### config.mk
export PLATFORM = sky130hd
export DESIGN_NAME = irqsrcgate
export DESIGN_NICKNAME = d
export VERILOG_FILES = /design/src/rtl/irqsrcgate.sv
export SDC_FILE = /design/constraint.sdc
export NUM_CORES = 1
export LEC_CHECK = 0
export CAP_MARGIN = 0
export CELL_PAD_IN_SITES_DETAIL_PLACEMENT = 2
export CELL_PAD_IN_SITES_GLOBAL_PLACEMENT = 2
export CORE_MARGIN = 3
export CORE_UTILIZATION = 18
export CTS_CLUSTER_SIZE = 28
export DETAILED_ROUTE_END_ITERATION = 8
export PLACE_DENSITY_LB_ADDON = 0.1
export SKIP_LAST_GASP = 1
export SYNTH_ARGS = -nofsm -noshare
export SYNTH_HDL_FRONTEND = slang
export SYNTH_SLANG_ARGS = --single-unit
export TNS_END_PERCENT = 20
### constraint.sdc
create_clock -name clk_i -period 2.67 [get_ports clk_i]
set_clock_uncertainty 0.15 [all_clocks]
set_input_delay 0.534 -clock clk_i [delete_from_list [all_inputs] [get_ports clk_i]]
set_output_delay 0.534 -clock clk_i [all_outputs]
set_load 0.005 [all_outputs]
### src/rtl/irqsrcgate.sv
// Interrupt source conditioner: raw lines -> controller stb/rdy handshake, with per-line
// level/edge and polarity selection. Define IRQSRCGATE_SYNC_EN to add 2-flop input synchronizers.
module irqsrcgate #(
  parameter int ARCHBITSZ = 16,
  parameter int IRQCOUNT  = 1,
  parameter int CNTBITSZ  = 4
) (
  input  logic                                      rst_i,
  input  logic                                      clk_i,
  input  logic                                      wb_cyc_i,
  input  logic                                      wb_stb_i,
  input  logic                                      wb_we_i,
  input  logic [ARCHBITSZ-$clog2(ARCHBITSZ/8)-1:0]  wb_addr_i,
  input  logic [ARCHBITSZ/8-1:0]                    wb_sel_i,
  input  logic [ARCHBITSZ-1:0]                      wb_dat_i,
  output logic                                      wb_bsy_o,
  output logic                                      wb_ack_o,
  output logic [ARCHBITSZ-1:0]                      wb_dat_o,
  output logic [ARCHBITSZ-1:0]                      wb_mapsz_o,
  input  logic [IRQCOUNT-1:0]                       irq_i,
  output logic [IRQCOUNT-1:0]                       irq_stb_o,
  input  logic [IRQCOUNT-1:0]                       irq_rdy_i,
  output logic [2*IRQCOUNT-1:0]                     dbg_state_o
);

  typedef enum logic [1:0] {
    ST_IDLE = 2'd0,
    ST_REQ  = 2'd1,
    ST_ACK  = 2'd2
  } state_t;

  localparam logic [CNTBITSZ-1:0] CNT_MAX = '1;
  localparam logic [CNTBITSZ-1:0] CNT_ONE = 1;

  // Bus request stage
  logic                 r_req;
  logic                 r_we;
  logic [1:0]           r_addr;
  logic [ARCHBITSZ-1:0] r_wdat;
  logic                 r_ack;
  logic [ARCHBITSZ-1:0] r_rdat;
  logic [ARCHBITSZ-1:0] w_rdata;

  logic [IRQCOUNT-1:0]  r_mode;
  logic [IRQCOUNT-1:0]  r_pol;
  logic [IRQCOUNT-1:0]  r_qp;
  logic [IRQCOUNT-1:0]  r_stb;
  logic [CNTBITSZ-1:0]  r_cnt [IRQCOUNT];
  logic [CNTBITSZ-1:0]  w_cnt_nxt [IRQCOUNT];
  state_t               r_state [IRQCOUNT];
  state_t               w_state_nxt [IRQCOUNT];

  logic [IRQCOUNT-1:0]  w_irq;
  logic [IRQCOUNT-1:0]  w_q;
  logic [IRQCOUNT-1:0]  w_rise;
  logic [IRQCOUNT-1:0]  w_dec;
  logic [IRQCOUNT-1:0]  w_ev;
  logic [IRQCOUNT-1:0]  w_cnt_clr;
  logic                 w_wr_mode;
  logic                 w_wr_pol;
  logic                 w_wr_clr;
  logic                 w_unused;

  assign wb_bsy_o    = 1'b0;
  assign wb_ack_o    = r_ack;
  assign wb_dat_o    = r_rdat;
  assign wb_mapsz_o  = ARCHBITSZ'(4 * (ARCHBITSZ / 8));
  assign irq_stb_o   = r_stb;
  assign w_unused    = ^{wb_sel_i, wb_addr_i, r_wdat};

`ifdef IRQSRCGATE_SYNC_EN
  logic [IRQCOUNT-1:0] r_sync1;
  logic [IRQCOUNT-1:0] r_sync2;

  always_ff @(posedge clk_i) begin
    if (rst_i) begin
      r_sync1 <= '0;
      r_sync2 <= '0;
    end else begin
      r_sync1 <= irq_i;
      r_sync2 <= r_sync1;
    end
  end

  assign w_irq = r_sync2;
`else
  assign w_irq = irq_i;
`endif

  assign w_q    = w_irq ^ r_pol;
  assign w_rise = w_q & ~r_qp;

  assign w_wr_mode = r_req && r_we && (r_addr == 2'd0);
  assign w_wr_pol  = r_req && r_we && (r_addr == 2'd1);
  assign w_wr_clr  = r_req && r_we && (r_addr == 2'd3);

  // A MODE write clears counters of lines whose mode flips; CLR clears the written bits.
  assign w_cnt_clr = (w_wr_mode ? (r_mode ^ r_wdat[IRQCOUNT-1:0]) : '0)
                   | (w_wr_clr  ? r_wdat[IRQCOUNT-1:0] : '0);

  always_ff @(posedge clk_i) begin
    if (rst_i) begin
      r_req  <= 1'b0;
      r_we   <= 1'b0;
      r_addr <= 2'd0;
      r_wdat <= '0;
      r_ack  <= 1'b0;
      r_rdat <= '0;
      r_mode <= '0;
      r_pol  <= '0;
      r_qp   <= '0;
    end else begin
      r_req  <= wb_cyc_i && wb_stb_i;
      r_we   <= wb_we_i;
      r_addr <= wb_addr_i[1:0];
      r_wdat <= wb_dat_i;
      r_ack  <= r_req;
      r_rdat <= (r_req && !r_we) ? w_rdata : '0;
      if (w_wr_mode) r_mode <= r_wdat[IRQCOUNT-1:0];
      if (w_wr_pol)  r_pol  <= r_wdat[IRQCOUNT-1:0];
      r_qp   <= w_q;
    end
  end

  always_comb begin
    w_rdata = '0;
    case (r_addr)
      2'd0:    w_rdata[IRQCOUNT-1:0] = r_mode;
      2'd1:    w_rdata[IRQCOUNT-1:0] = r_pol;
      2'd2:    w_rdata[IRQCOUNT-1:0] = w_ev;
      default: w_rdata = '0;
    endcase
  end

  // Counter: clear wins; a rise and an ACK entry in the same cycle cancel.
  always_comb begin
    for (int i = 0; i < IRQCOUNT; i++) begin
      w_dec[i]     = (r_state[i] == ST_REQ) && !irq_rdy_i[i];
      w_ev[i]      = r_mode[i] ? (r_cnt[i] != '0) : w_q[i];
      w_cnt_nxt[i] = r_cnt[i];
      if (w_cnt_clr[i]) begin
        w_cnt_nxt[i] = '0;
      end else if (r_mode[i]) begin
        if (w_rise[i] && !w_dec[i] && (r_cnt[i] != CNT_MAX))
          w_cnt_nxt[i] = r_cnt[i] + CNT_ONE;
        else if (w_dec[i] && !w_rise[i] && (r_cnt[i] != '0))
          w_cnt_nxt[i] = r_cnt[i] - CNT_ONE;
      end
    end
  end

  always_comb begin
    for (int i = 0; i < IRQCOUNT; i++) begin
      w_state_nxt[i] = r_state[i];
      case (r_state[i])
        ST_IDLE: if (w_ev[i] && irq_rdy_i[i]) w_state_nxt[i] = ST_REQ;
        ST_REQ:  if (!irq_rdy_i[i])           w_state_nxt[i] = ST_ACK;
        ST_ACK:  if (irq_rdy_i[i])            w_state_nxt[i] = ST_IDLE;
        default:                              w_state_nxt[i] = ST_IDLE;
      endcase
    end
  end

  always_ff @(posedge clk_i) begin
    if (rst_i) begin
      for (int i = 0; i < IRQCOUNT; i++) begin
        r_state[i] <= ST_IDLE;
        r_cnt[i]   <= '0;
      end
      r_stb <= '0;
    end else begin
      for (int i = 0; i < IRQCOUNT; i++) begin
        r_state[i] <= w_state_nxt[i];
        r_cnt[i]   <= w_cnt_nxt[i];
        r_stb[i]   <= (w_state_nxt[i] == ST_REQ);
      end
    end
  end

  always_comb begin
    dbg_state_o = '0;
    for (int i = 0; i < IRQCOUNT; i++)
      dbg_state_o[2*i +: 2] = r_state[i];
  end

endmodule

==> out/metrics.yaml, run 1 <==
via_per_inst: 3.76
detail_route.wl_per_cell_um: 11.9
ios: 77
grt_pass1_vias: 855
num_vias: 797
clk_pin_slew_ns: 0.07
nNetsFinal: 184
dp.cells: 207
critPathLaunchType: "input port"
maxCapViolations: 0
synthDistinctLibCells: 34
yosys.area.top_type: "dfxtp_1"
holdCritStartpoint: "r_cnt[0][3]$_SDFFE_PP0P_"
clkPwrFrac: 0.360
arrival_ns: 2.59
finalSetupViolCount: 0
antenna_cells: 0
ys_seq_elements: 17
grt_usage: 0.0734
antenna_found_initial: 0
htreeDepth: 1
synth_area_per_cell_um2: 9.25
coreArea_um2: 5680
hold_class: "flip-flop to flip-flop"
initial_core_util: 0.191
fin_crit_sh: 0.955
grt_max_degree: 13
ys_seq_area_frac: 0.314
crit_fanout: 4
switching_share: 0.255
postRouteWirelength_um: 2530
power_switching_uw: 138
synth_area_leaders: "dfxtp_1, buf_4, mux2i_1"
gr-total-overflow: 0
r2r_start: "r_cnt[0][1]$_SDFFE_PP0P_"
drt_iter0_drc: 5
dieHeight_um: 83.5
rows: 27
crit_required_ns: 2.71
yosys_warnings: 0
drc: 0
insertion_delay_ns: 0.26
slew_headroom: 0.543
root_buffer: "clkbuf_8"
hold_viol_final: 0
fmax_mhz: 392
synth_ff_type: "dfxtp_1"
die_w_um: 83.5
total_leakage_power_uw: 0.000533
cts_inserted_buffers: 3
vdd_drop_max_uv: 122
synth_edf_count: 0
final_common_cell: "conb_1"
stdcell_area_um2: 1300
period_needed_ns: 2.55
placed_area_um2: 1230
yosysTopAreaCellShare: 0.314
fin_cells: 212
grt_pass1_wl_um: 4200
intPower_uw: 404
maxSlewViolCount: 0
nFillCells: 658
rsz0062_at_grt: "no"
drive_above_1_share: 0.150
synthCells: 117
gp_congestion: 0.748
ant_nets: 0
cts_buffer_depth: 2
status: "finished, final reports clean"
dr.pass1.iters: 2
most-common-layout-cells: "conb_1, dfxtp_1, clkdlybuf4s50_1"
combPwrFrac: 0.143
async_reset_ff_frac: 0
worstSetupStartpoint: "irq_i"
syn_to_final_growth_pct: 20.2
cts_sinks: 17
place.port_buffers: 14
dpl.hpwl_um: 2100
worstMarginPinSlew_ns: 0.683
cts_tree: "done"
p_per_area_nw_per_um2: 417
crit_path_end_kind: "flip-flop"
worst-setup-path-type: "input port to flip-flop"
die-area_um2: 6980
seqPwrFrac: 0.497
synth.cell_area_um2: 1080
fin_util: 0.229
## power by group through the flow
stage	sequential, µW	combinational (µW)	clock [µW]
after global routing	271	86.5	219
after CTS	270	73.9	209
final	269	77.6	195
after global placement	275	71.3	0
after detailed placement	276	73.5	0
after floorplan	273	71.1	0
## registers in the layout, summed over array words and instances (netlist names)
name       count
r_req          1
r_wdat         1
wb_ack_o       1
r_mode         1
irq_stb_o      1
wb_dat_o       1
r_we           1
r_addr         2
r_pol          1
r_qp           1
r_cnt          4
r_state        2
## final timing paths
kind                                   end  slack, ns  cells past startpoint
setup / recovery  r_cnt[0][3]$_SDFFE_PP0P_       0.12                      9
hold / removal    r_cnt[0][3]$_SDFFE_PP0P_       0.38                      2
hold reg to reg   r_cnt[0][3]$_SDFFE_PP0P_       0.38                      2
setup reg to reg  r_cnt[0][3]$_SDFFE_PP0P_       0.44                      8
## routing by layer
metal | part of all wire | global-route usage | up-vias | wire length (µm)
met3 | 0.040 | 0.0168 | 4 | 100
met5 | 0 | 0 | - | 0
li1 | - | - | 386 | -
met4 | 0.018 | 0.0351 | 0 | 46
met1 | 0.44 | 0.0875 | 385 | 1110
met2 | 0.50 | 0.124 | 22 | 1270
## through the flow
step                      TNS [ns]  total power [µW]  setup slack [ns]  hold slack [ns]
final                            0               542             0.119            0.380
after global placement      -0.231               347            -0.157            0.346
after detailed placement    -0.362               349            -0.197            0.365
after global routing             0               576           0.00294            0.425
after floorplan                  0               344             0.466            0.321
after CTS                        0               553            0.0540            0.384
## area by class of cell
type,instances,area (µm²),share of cell area
flip-flops and latches,17,340,0.262
well taps,72,90.1,0.0692
multi-input cells,95,613,0.471
repair buffers,23,208,0.160
clock buffers,3,41.3,0.0317
clock inverters,1,5.00,0.00385
inverters,1,3.75,0.00288
## timing repair
| item | 4_1_cts | 5_1_grt |
|---|---|---|
| gates resized for setup | 0 | 5 |
| setup buffers | 0 | 1 |
| endpoints found under the setup margin | 0 | 1 |
| hold endpoints to repair | 0 | 0 |
| hold buffers | 0 | 0 |
## Yosys cell counts, drive strengths merged, types with 2 or more instances
| master | count |
|---|---|
| nand3 | 9 |
| mux2i | 7 |
| dfxtp | 17 |
| ha | 2 |
| conb | 2 |
| a21boi | 2 |
| nor3 | 2 |
| nor4 | 2 |
| a31oi | 2 |
| a21oi | 2 |
| nand3b | 2 |
| nor2 | 8 |
| nor2b | 7 |
| buf | 33 |
| xnor2 | 2 |
| nor4b | 3 |
## worst max-delay path: stages
cell,delay [ns]
clkdlybuf4s50_1,0.46
xnor2_2,0.19
nor4_4,0.33
inv_2,0.10
ha_1,0.33
a21oi_2,0.16
nand3_1,0.11
o2bb2ai_2,0.18
mux2i_1,0.19
## cell families after synthesis
logic type / Yosys count / synth area share
other: 2 / 0.00694
xor gates and xnor gates: 3 / 0.0243
DFF: 17 / 0.314
and+or+nand+nor: 39 / 0.225
adders and majority gates: 3 / 0.0416
muxes: 7 / 0.0647
AOI/OAI and AO/OA: 11 / 0.0832
buffers and inverters: 35 / 0.239
(Power assumes the default switching activity.)
==> inputs of run 2 (changes only) <==
--- a/config.mk
+++ b/config.mk
@@ -8,10 +8,11 @@
 export CAP_MARGIN = 0
 export CELL_PAD_IN_SITES_DETAIL_PLACEMENT = 2
 export CELL_PAD_IN_SITES_GLOBAL_PLACEMENT = 2
-export CORE_MARGIN = 3
+export CORE_MARGIN = 2
 export CORE_UTILIZATION = 18
 export CTS_CLUSTER_SIZE = 28
 export DETAILED_ROUTE_END_ITERATION = 8
+export GPL_ROUTABILITY_DRIVEN = 0
 export PLACE_DENSITY_LB_ADDON = 0.1
 export SKIP_LAST_GASP = 1
 export SYNTH_ARGS = -nofsm -noshare
==> run 2 against run 1 <==
  * First-iteration DRC count grew to 2.8 times the previous value
  * Wire length grew 0.28%
  * Hold slack lost 0.0080 ns
  * Power is essentially flat
  * Cell count grew 1.4%
  * Critical path depth is the same
  * Non-clock buffer count is the same
  * Critical path type unchanged
==> out/metrics.yaml, run 2 (synthesis gave the netlist of run 1 again) <==
status: "finished, final reports clean"
crit_fanout: 3
worstMarginPinSlew_ns: 0.688
ios: 77
insertion_delay_ns: 0.25
largest_register_ffs: 4
cts_tree: "done"
dr.pass1.iters: 6
maxCapViolations: 0
p_total_uw: 542
root_buffer: "clkbuf_8"
dieHeight_um: 81.5
cts_inserted_buffers: 3
final_common_cell: "conb_1"
worst-setup-path-type: "input port to flip-flop"
clk_pin_slew_ns: 0.08
die-area_um2: 6650
place.port_buffers: 14
fin_crit_sh: 0.863
use_met2: 0.139
grt_pass1_vias: 838
fin_tns_setup_ns: 0
reg_top3: "r_cnt: 4 flops, r_addr: 2 flops, r_state: 2 flops"
hold_class: "flip-flop to flip-flop"
die_w_um: 81.5
critPathLaunchType: "input port"
detail_route.wl_per_cell_um: 11.8
placed_area_um2: 1240
drt_iter0_drc: 14
finalSetupViolCount: 0
grt_pass1_wl_um: 4110
cts_sinks: 17
postRouteWirelength_um: 2540
fmax_mhz: 434
coreArea_um2: 5850
num_vias: 805
gr-total-overflow: 0
r2r_cells: 8
slew_headroom: 0.541
ant_nets: 0
rows: 28
antenna_cells: 0
via_per_inst: 3.74
fin_util: 0.223
antenna_found_initial: 0
grt_use_met1: 0.102
arrival_ns: 2.33
drc: 0
most-common-layout-cells: "conb_1, dfxtp_1, clkdlybuf4s50_1"
drive_above_1_share: 0.150
p_per_area_nw_per_um2: 415
syn_to_final_growth_pct: 20.8
cts_buffer_depth: 2
total_leakage_power_uw: 0.000542
crit_required_ns: 2.70
min_path_cells: 2
nNetsFinal: 184
stdcell_area_um2: 1310
rsz0062_at_grt: "no"
hold_buffers: 0
htreeDepth: 1
top_register: "r_cnt"
maxSlewViolCount: 0
initial_core_util: 0.185
met3_usage: 0.0165
vdd_drop_max_uv: 191
top_usage_layer: "met2"
hold_viol_final: 0
crit_path_end_kind: "flip-flop"
period_needed_ns: 2.30
grt_max_degree: 12
dpl.hpwl_um: 2040
grt_usage: 0.0812
[run 2: cell count changes in the layout (fill, tap and decap cells not counted)]
cell             change
dlymetal6s2s_1       +1
clkdlybuf4s50_1      -1
[run 2: timing repair]
action / 4_1_cts / 5_1_grt
gates resized for setup: 0 / 6
setup buffers: 0 / 0
setup endpoints to repair: 0 / 1
[run 2: layout make-up]
type | count | area (µm²)
flip-flops and latches | 17 | 340
repair buffers | 23 | 210
clock buffers | 3 | 41.3
multi-input cells | 95 | 613
clock inverters | 1 | 5.00
inverters | 1 | 3.75
well taps | 75 | 93.8
fillers | 671 | 4540
[run 2: path summary, 6_finish.rpt]
| kind | from | endpoint | slack, ns |
|---|---|---|---|
| setup reg to reg | r_cnt[0][2]$_SDFFE_PP0P_ | r_cnt[0][2]$_SDFFE_PP0P_ | 0.54 |
| hold reg to reg | r_cnt[0][3]$_SDFFE_PP0P_ | r_cnt[0][3]$_SDFFE_PP0P_ | 0.37 |
| setup / recovery | irq_rdy_i | r_cnt[0][2]$_SDFFE_PP0P_ | 0.37 |
| hold / removal | r_cnt[0][3]$_SDFFE_PP0P_ | r_cnt[0][3]$_SDFFE_PP0P_ | 0.37 |
[run 2: layer usage]
metal,vias to the layer above,routed length [µm]
li1,386,-
met1,395,1150
met2,22,1260
met3,2,91
met4,0,34
met5,-,0
[run 2: per-stage QoR]
stage          std cells  hold slack [ns]  setup WS [ns]
6_report             215            0.372          0.366
5_1_grt              215            0.404          0.206
4_1_cts              215            0.375          0.112
3_5_place_dp         211            0.363         -0.141
3_3_place_gp         211            0.354         -0.102
2_1_floorplan        147            0.321          0.466
[run 2: power by group]
part	total, µW	leakage [µW]	internal, µW	switching, µW
clock network	198	0.0000255	103	94.5
registers	270	0.000139	261	9.08
logic	74.5	0.000378	37.7	36.8
[run 2: worst max-delay path: stages]
cell and delay [ns]:
clkdlybuf4s50_1 0.50, nor3b_2 0.08, nor4_4 0.20, inv_2 0.09
buf_4 0.16, fa_1 0.37, xor2_1 0.14, nand3_1 0.09
mux2i_1 0.17
